==> src/rtl/timer_8bit.sv <==
// Memory-mapped 8-bit down-counting timer with prescaler, auto-reload,
// level interrupt and a square-wave output that toggles on each underflow.
module timer_8bit #(
  parameter int PRESCALE_W = 6
) (
  input  logic       clk,
  input  logic       reset,
  input  logic       chip_select,
  input  logic       write_enable,
  input  logic [1:0] addr_sel,
  input  logic [7:0] data_in,
  output logic [7:0] data_out,
  output logic       irq,
  output logic       tmr_out
);

  localparam logic [1:0] ADDR_CTRL   = 2'd0;
  localparam logic [1:0] ADDR_RELOAD = 2'd1;
  localparam logic [1:0] ADDR_COUNT  = 2'd2;
  localparam logic [1:0] ADDR_STATUS = 2'd3;

  logic                  r_en;
  logic                  r_auto;
  logic                  r_irq_en;
  logic [1:0]            r_psel;
  logic [7:0]            r_reload;
  logic [7:0]            r_count;
  logic                  r_tf;
  logic                  r_tmr_out;
  logic [PRESCALE_W-1:0] r_presc;

  logic                  w_wr;
  logic                  w_wr_ctrl;
  logic                  w_wr_reload;
  logic                  w_wr_count;
  logic                  w_wr_status;
  logic [PRESCALE_W-1:0] w_div_m1;
  logic                  w_presc_tc;
  logic                  w_tick;
  logic                  w_uf;

  assign w_wr        = chip_select & write_enable;
  assign w_wr_ctrl   = w_wr & (addr_sel == ADDR_CTRL);
  assign w_wr_reload = w_wr & (addr_sel == ADDR_RELOAD);
  assign w_wr_count  = w_wr & (addr_sel == ADDR_COUNT);
  assign w_wr_status = w_wr & (addr_sel == ADDR_STATUS);

  always_comb begin
    case (r_psel)
      2'b00:   w_div_m1 = PRESCALE_W'(0);
      2'b01:   w_div_m1 = PRESCALE_W'(3);
      2'b10:   w_div_m1 = PRESCALE_W'(15);
      default: w_div_m1 = PRESCALE_W'(63);
    endcase
  end

  // A COUNT write on a tick cycle takes priority, so the tick is swallowed.
  assign w_presc_tc = (r_presc == w_div_m1);
  assign w_tick     = r_en & w_presc_tc & ~w_wr_count;
  assign w_uf       = w_tick & (r_count == 8'h00);

  always_ff @(posedge clk or negedge reset) begin
    if (!reset) begin
      r_presc <= '0;
    end else if (w_wr_ctrl || w_wr_count || !r_en || w_presc_tc) begin
      r_presc <= '0;
    end else begin
      r_presc <= r_presc + PRESCALE_W'(1);
    end
  end

  always_ff @(posedge clk or negedge reset) begin
    if (!reset) begin
      r_count <= 8'h00;
    end else if (w_wr_count) begin
      r_count <= data_in;
    end else if (w_tick) begin
      if (r_count != 8'h00) begin
        r_count <= r_count - 8'h01;
      end else if (r_auto) begin
        r_count <= r_reload;
      end
    end
  end

  always_ff @(posedge clk or negedge reset) begin
    if (!reset) begin
      r_en     <= 1'b0;
      r_auto   <= 1'b0;
      r_irq_en <= 1'b0;
      r_psel   <= 2'b00;
    end else if (w_wr_ctrl) begin
      r_en     <= data_in[0];
      r_auto   <= data_in[1];
      r_irq_en <= data_in[2];
      r_psel   <= data_in[5:4];
    end else if (w_uf && !r_auto) begin
      r_en     <= 1'b0;
    end
  end

  always_ff @(posedge clk or negedge reset) begin
    if (!reset) begin
      r_reload <= 8'h00;
    end else if (w_wr_reload) begin
      r_reload <= data_in;
    end
  end

  // Underflow set beats a simultaneous write-one-to-clear.
  always_ff @(posedge clk or negedge reset) begin
    if (!reset) begin
      r_tf      <= 1'b0;
      r_tmr_out <= 1'b0;
    end else if (w_uf) begin
      r_tf      <= 1'b1;
      r_tmr_out <= ~r_tmr_out;
    end else if (w_wr_status && data_in[0]) begin
      r_tf      <= 1'b0;
    end
  end

  always_comb begin
    data_out = 8'h00;
    if (chip_select && !write_enable) begin
      case (addr_sel)
        ADDR_CTRL:   data_out = {2'b00, r_psel, 1'b0, r_irq_en, r_auto, r_en};
        ADDR_RELOAD: data_out = r_reload;
        ADDR_COUNT:  data_out = r_count;
        default:     data_out = {6'b000000, r_en, r_tf};
      endcase
    end
  end

  assign irq     = r_tf & r_irq_en;
  assign tmr_out = r_tmr_out;

endmodule

==> config.mk <==
export PLATFORM = sky130hd
export DESIGN_NAME = timer_8bit
export DESIGN_NICKNAME = d
export VERILOG_FILES = /design/src/rtl/timer_8bit.sv
export SDC_FILE = /design/constraint.sdc
export NUM_CORES = 1
export LEC_CHECK = 0
export CAP_MARGIN = 20
export CORE_MARGIN = 8
export CORE_UTILIZATION = 49
export DETAILED_ROUTE_END_ITERATION = 6
export GPL_TIMING_DRIVEN = 0
export HOLD_SLACK_MARGIN = 0.15
export MAX_ROUTING_LAYER = met4
export PLACE_DENSITY_LB_ADDON = 0.1
export RECOVER_POWER = 25
export SYNTH_ARGS = -nofsm -noshare
export SYNTH_HDL_FRONTEND = slang
export SYNTH_SLANG_ARGS = --single-unit
==> constraint.sdc <==
create_clock -name clk -period 1.8 [get_ports clk]
set_input_delay 0.27 -clock clk [delete_from_list [all_inputs] [get_ports clk]]
set_output_delay 0.27 -clock clk [all_outputs]
set_load 0.05 [all_outputs]
### After elaboration in Yosys (flattened, before gate mapping)

Index checks and enable logic that the tools add are counted.

* bits in registers: 29
* bits of input ports: 14
* word-level logic and storage cells: 58

* add/sub/neg operators: 2
* equal/unequal tests: 6
* mux-type cells: 12
* bitwise gates (word level): 11
* reduce and logical (&&, ||, !) cells: 18

Operator list (count)
* $mux 8: 5
* $pmux 8 s3: 1
* $pmux 6 s3: 1
* $and 1x1->1: 9
* $logic_not 8->1: 1
* $reduce_bool 8->1: 1
* $sub 8x1->8 const B: 1
* $add 6x1->6 const B: 1
* $eq 2x2->1 const B: 3
* $eq 6x6->1: 1
* $mux 6: 1
* $reduce_bool 2->1: 3
* $eq 2x1->1 const B: 2
* $logic_not 2->1: 2
* $mux 1: 4
* $logic_and 1x1->1: 3
* $logic_not 1->1: 3
* $logic_or 1x1->1: 3
* $reduce_bool 3->1: 1
* $not 1->1: 2
* $reduce_and 2->1: 1

### Logic depth before layout (Yosys ltp)

* depth after elaboration: 9
* depth in mapped cells: 8
* gate-level depth less buffers: 7

### Least setup slack after synthesis

No wires, ideal clock.

* path type: reg2reg
* from: register r_count[0]
* to: register r_en
* data arrival time: 1843 ps
* path slack: -177 ps
* stages on the path, launching flop included: 8
* buffers on the path: 0
* cell sequence: dfrtp_1 inv_1 ha_1 nor3b_1 nand3_1 a2111o_1 o21ai_1 o21ai_1

* word-level cells in the longest chain between the ends: 4

Ends and longest elaborated chain
* start: declaration: RTL line 27 `logic [7:0] r_count;`
* start signal: assignment: RTL line 76 `r_count <= data_in;`
* start signal: assignment: RTL line 79 `r_count <= r_count - 8'h01;`
* start signal: assignment: RTL line 81 `r_count <= r_reload;`
* $logic_not 8->1: RTL line 60 `assign w_uf = w_tick & (r_count == 8'h00);`
* $and 1x1->1: RTL line 60
* $logic_and 1x1->1: RTL line 97 `end else if (w_uf && !r_auto) begin`
* $reduce_bool 2->1 (no line)
* end signal: assignment: RTL line 93 `r_en <= data_in[0];`
* end: declaration: RTL line 22 `logic r_en;`

No other way between the ends.
A chain may end at the register's enable or synchronous reset.

### Worst setup path after layout

* from: register r_count[2]
* to: register r_count[7]

* word-level cells in the longest chain between the ends: 4
* elaborated cells on any way between the ends: 7

Ends and longest elaborated chain
* $sub 8x1->8 / $reduce_bool 8->1 (equally long branches): RTL line 79, 78
* $mux 8: RTL line 78 `if (r_count != 8'h00) begin`
* $mux 8: RTL line 77 `end else if (w_tick) begin`
* $mux 8: RTL line 75 `end else if (w_wr_count) begin`

Parallel ways exist; a longest one is shown, timed or not. The select of a mux whose other input is x is not followed.

==> metrics.yaml <==
violations: "setup timing"
num-nets-final: 257
netSwitchingFraction_pct: 38.9
wl_per_cell_um: 18.6
synth_ff_type: "dfrtp_1"
syn_inst: 187
drc_errors: 0
cap_violations: 0
diodes: 0
synth-seq-area-share_pct: 40.1
p_switching_uw: 1300
place_ws_ns: -0.836
finalSetupViolCount: 17
syn_area_um2: 1810
use_met2_pct: 30.0
layout-drive-gt1-share_pct: 42.1
die_w_um: 76.8
io_pins: 24
cts_buffers: 5
drtAntennaViolNets: 0
htree_levels: 2
cp.required_ns: 2.00
yosysWarnings: 0
max_freq_ghz: 0.513
die_area_um2: 5900
holdWs_ns: 0.451
grt_util_all_layers_pct: 17.5
placed_area_um2: 2120
use_met1_pct: 17.8
synth_compound_area_share_pct: 14.7
row_count: 22
cts_tree: "done"
worstSetupPathType: "flop to flop"
overflow: 0
design_area_um2: 2510
gp_congestion: 0.919
status: "complete, but fails checks"
fin_crit_ns: 1.95
worst_slew_pin_slew_ns: 0.718
ys_top_cells_by_count: "29 x dfrtp_1, 22 x nor2_1, 18 x nand2_1, 12 x mux2_2"
fin_ws_ns: -0.148
drv_slew: 0
dr.pass1.iters: 4
finClkSkew_ns: 0.00594
ys_ff_latch: 29
cts_sinks: 29
die_h_um: 76.8
grt_max_degree: 17
vias: 1746
port_buffers: 21
wl_mm: 5.36
ys_types: 47
coreArea_um2: 3610
hold_class: "input pin to flop"
synth_edf_count: 0
grt_pass1_wl_mm: 8.20
crit_arrival_ns: 2.15
seqPwrFrac_pct: 32.1
start_kind: "flop"
finalHoldViolCount: 0
clock_latency_ns: 0.28
crit_chain: "buf_6 -> or4_4 -> buf_4 -> or3_1 -> o21ai_1 -> mux2i_1 -> o21ai_1"
synthSimpleGateAreaFrac_pct: 22.3
via_per_inst: 6.06
timing.slew.headroom_pct: 51.9
rsz0062_at_grt: "yes"
synth_adder_area_share_pct: 2.07
p_int_uw: 2040
max_stage_delay_ns: 0.52
netlist.top_cell.by_area: "dfrtp_1"
setup_tns_ns: -1.32
synth_top_area_share_pct: 40.1
path_common_cell: "o21ai_1"
grt_use_met3_pct: 4.66
top_usage_layer: "met2"
hold_buffers: 0
p_total_uw: 3340
endpoint_kind: "flop"
cts_root_buffer: "clkbuf_8"
initial_core_util_pct: 50.2
synthMuxAreaShare_pct: 13.3
clkPwrFrac_pct: 15.9
seq_area_um2: 738
p_leak_uw: 0.00103
syn_nets: 204
yosys.area_share.xor_xnor_pct: 3.39
area_delta_synth_final_pct: 38.6
yosys-top-cells-area: "dfrtp_1 40%, mux2_2 7.5%, nor2_1 4.6%"
cp_slowest_cell: "or4_4"
dr.first_iter.drc_count: 177
post-route-period-util_pct: 108
async_reset_ff_share_pct: 100
antenna_found_initial: 0
grt_pass1_vias: 1754
multiInputGateArea_um2: 1150
synth_top_family_by_area: "simple AND/OR/NAND/NOR gates"
ir_drop_v: 0.000545
hpwlAfterDp_mm: 3.41
nFillCells: 282
synth.most_common_cell: "dfrtp_1"
pwr_density_cell_nw_per_um2: 1330
cts_max_path_buffers: 2
comb_power_share_pct: 52.0
critPathMaxFanout: 6
clk_pin_slew_ns: 0.06
avgSynthCellArea_um2: 9.68
[path summary, 6_finish.rpt]
path | from | end | slack, ns | cells past startpoint
setup reg to reg | r_count[2] | r_count[7] | -0.15 | 7
hold / removal | addr_sel[1] | r_tf | 0.45 | 4
setup / recovery | r_count[2] | r_count[7] | -0.15 | 7
hold reg to reg | tmr_out | tmr_out | 0.48 | 1
max in group asynchronous | reset | r_psel[0] | 0.74 | 2
min in group asynchronous | reset | r_count[2] | 0.49 | 1
[power groups by stage]
stage	sequential [µW]	clock, µW	combinational [µW]
global route	1090	558	1840
CTS	1060	539	1430
global placement	1070	0	1040
finish	1070	530	1740
floorplan	1030	0	832
detailed placement	1080	0	1090
[cells in the final DEF (no fill, tap or decap), types with 2 or more instances in the layout]
master	Yosys	routed
buf_2	1	6
buf_4	0	23
dfrtp_2	0	10
mux2i_1	6	6
xor2_1	3	3
o21ai_0	5	5
mux4_2	2	2
mux2_2	12	12
nor2_1	22	15
nor3_1	7	5
nor3_4	0	3
buf_8	1	4
ha_1	3	2
buf_6	2	4
nand2b_1	3	2
xnor2_1	4	4
inv_2	0	2
clkbuf_1	3	2
clkbuf_8	0	6
nor2b_4	0	2
nand3_1	5	5
nand3b_1	5	5
a22oi_1	4	4
dfrtp_1	29	19
a211oi_2	0	2
o211ai_1	4	4
o21ai_1	6	6
a31oi_1	3	3
nand2_1	18	18
clkdlybuf4s50_1	0	11
inv_1	6	4
nor2_2	1	8
a21oi_1	7	7
[worst max-delay path, delay by kind of cell, from the launching register on]
kind	cells	cell delay, ns
AO/OA/AOI/OAI	2	0.28
multiplexers	1	0.09
buffers and inverters	2	0.30
AND/OR/NAND/NOR	2	0.82
flip-flops	1	0.38
[cells by family (layout without fill, tap and decap cells)]
logic type      after synthesis  in the layout
simple gates                 77             77
compound gates               38             38
xor+xnor                      7              7
flops                        29             29
buf+inv                      13             66
fa+ha+maj                     3              3
mux                          20             20
[state kept, by name, indices dropped and copies added, names as in the netlist]
name	count
tmr_out	1
r_tf	1
r_count	8
r_presc	6
r_en	1
r_irq_en	1
r_psel	2
r_reload	8
r_auto	1
[per-stage QoR]
step	util, %	std cells
3_3_place_gp	58.5	256
3_5_place_dp	58.9	257
4_1_cts	65.6	277
5_1_grt	69.6	288
6_report	69.6	288
2_1_floorplan	-	187
[metal layers]
layer	wire [µm]	part of all wire (%)	vias up
met1	1940	36	851
met2	2870	53	92
met5	0	0	-
met3	403	7.5	21
li1	-	-	782
met4	147	2.7	0
[cell type report]
type / instances / area share [%]
Multi-Input combinational cell: 145 / 45.7
Buffer: 6 / 2.04
Inverter: 6 / 0.897
Tap cell: 48 / 2.39
Clock buffer: 7 / 3.44
Sequential cell: 29 / 29.4
Timing Repair Buffer: 47 / 16.1
[what timing repair did]
| item | 4_1_cts | 5_1_grt |
|---|---|---|
| buffers inserted | 13 | 11 |
| pin swaps | 5 | 8 |
| setup endpoints to repair | 20 | 18 |
| cloned | 1 | 0 |
| gates resized for setup | 63 | 18 |
| hold endpoints to repair | 0 | 0 |
(Power assumes the default switching activity.)
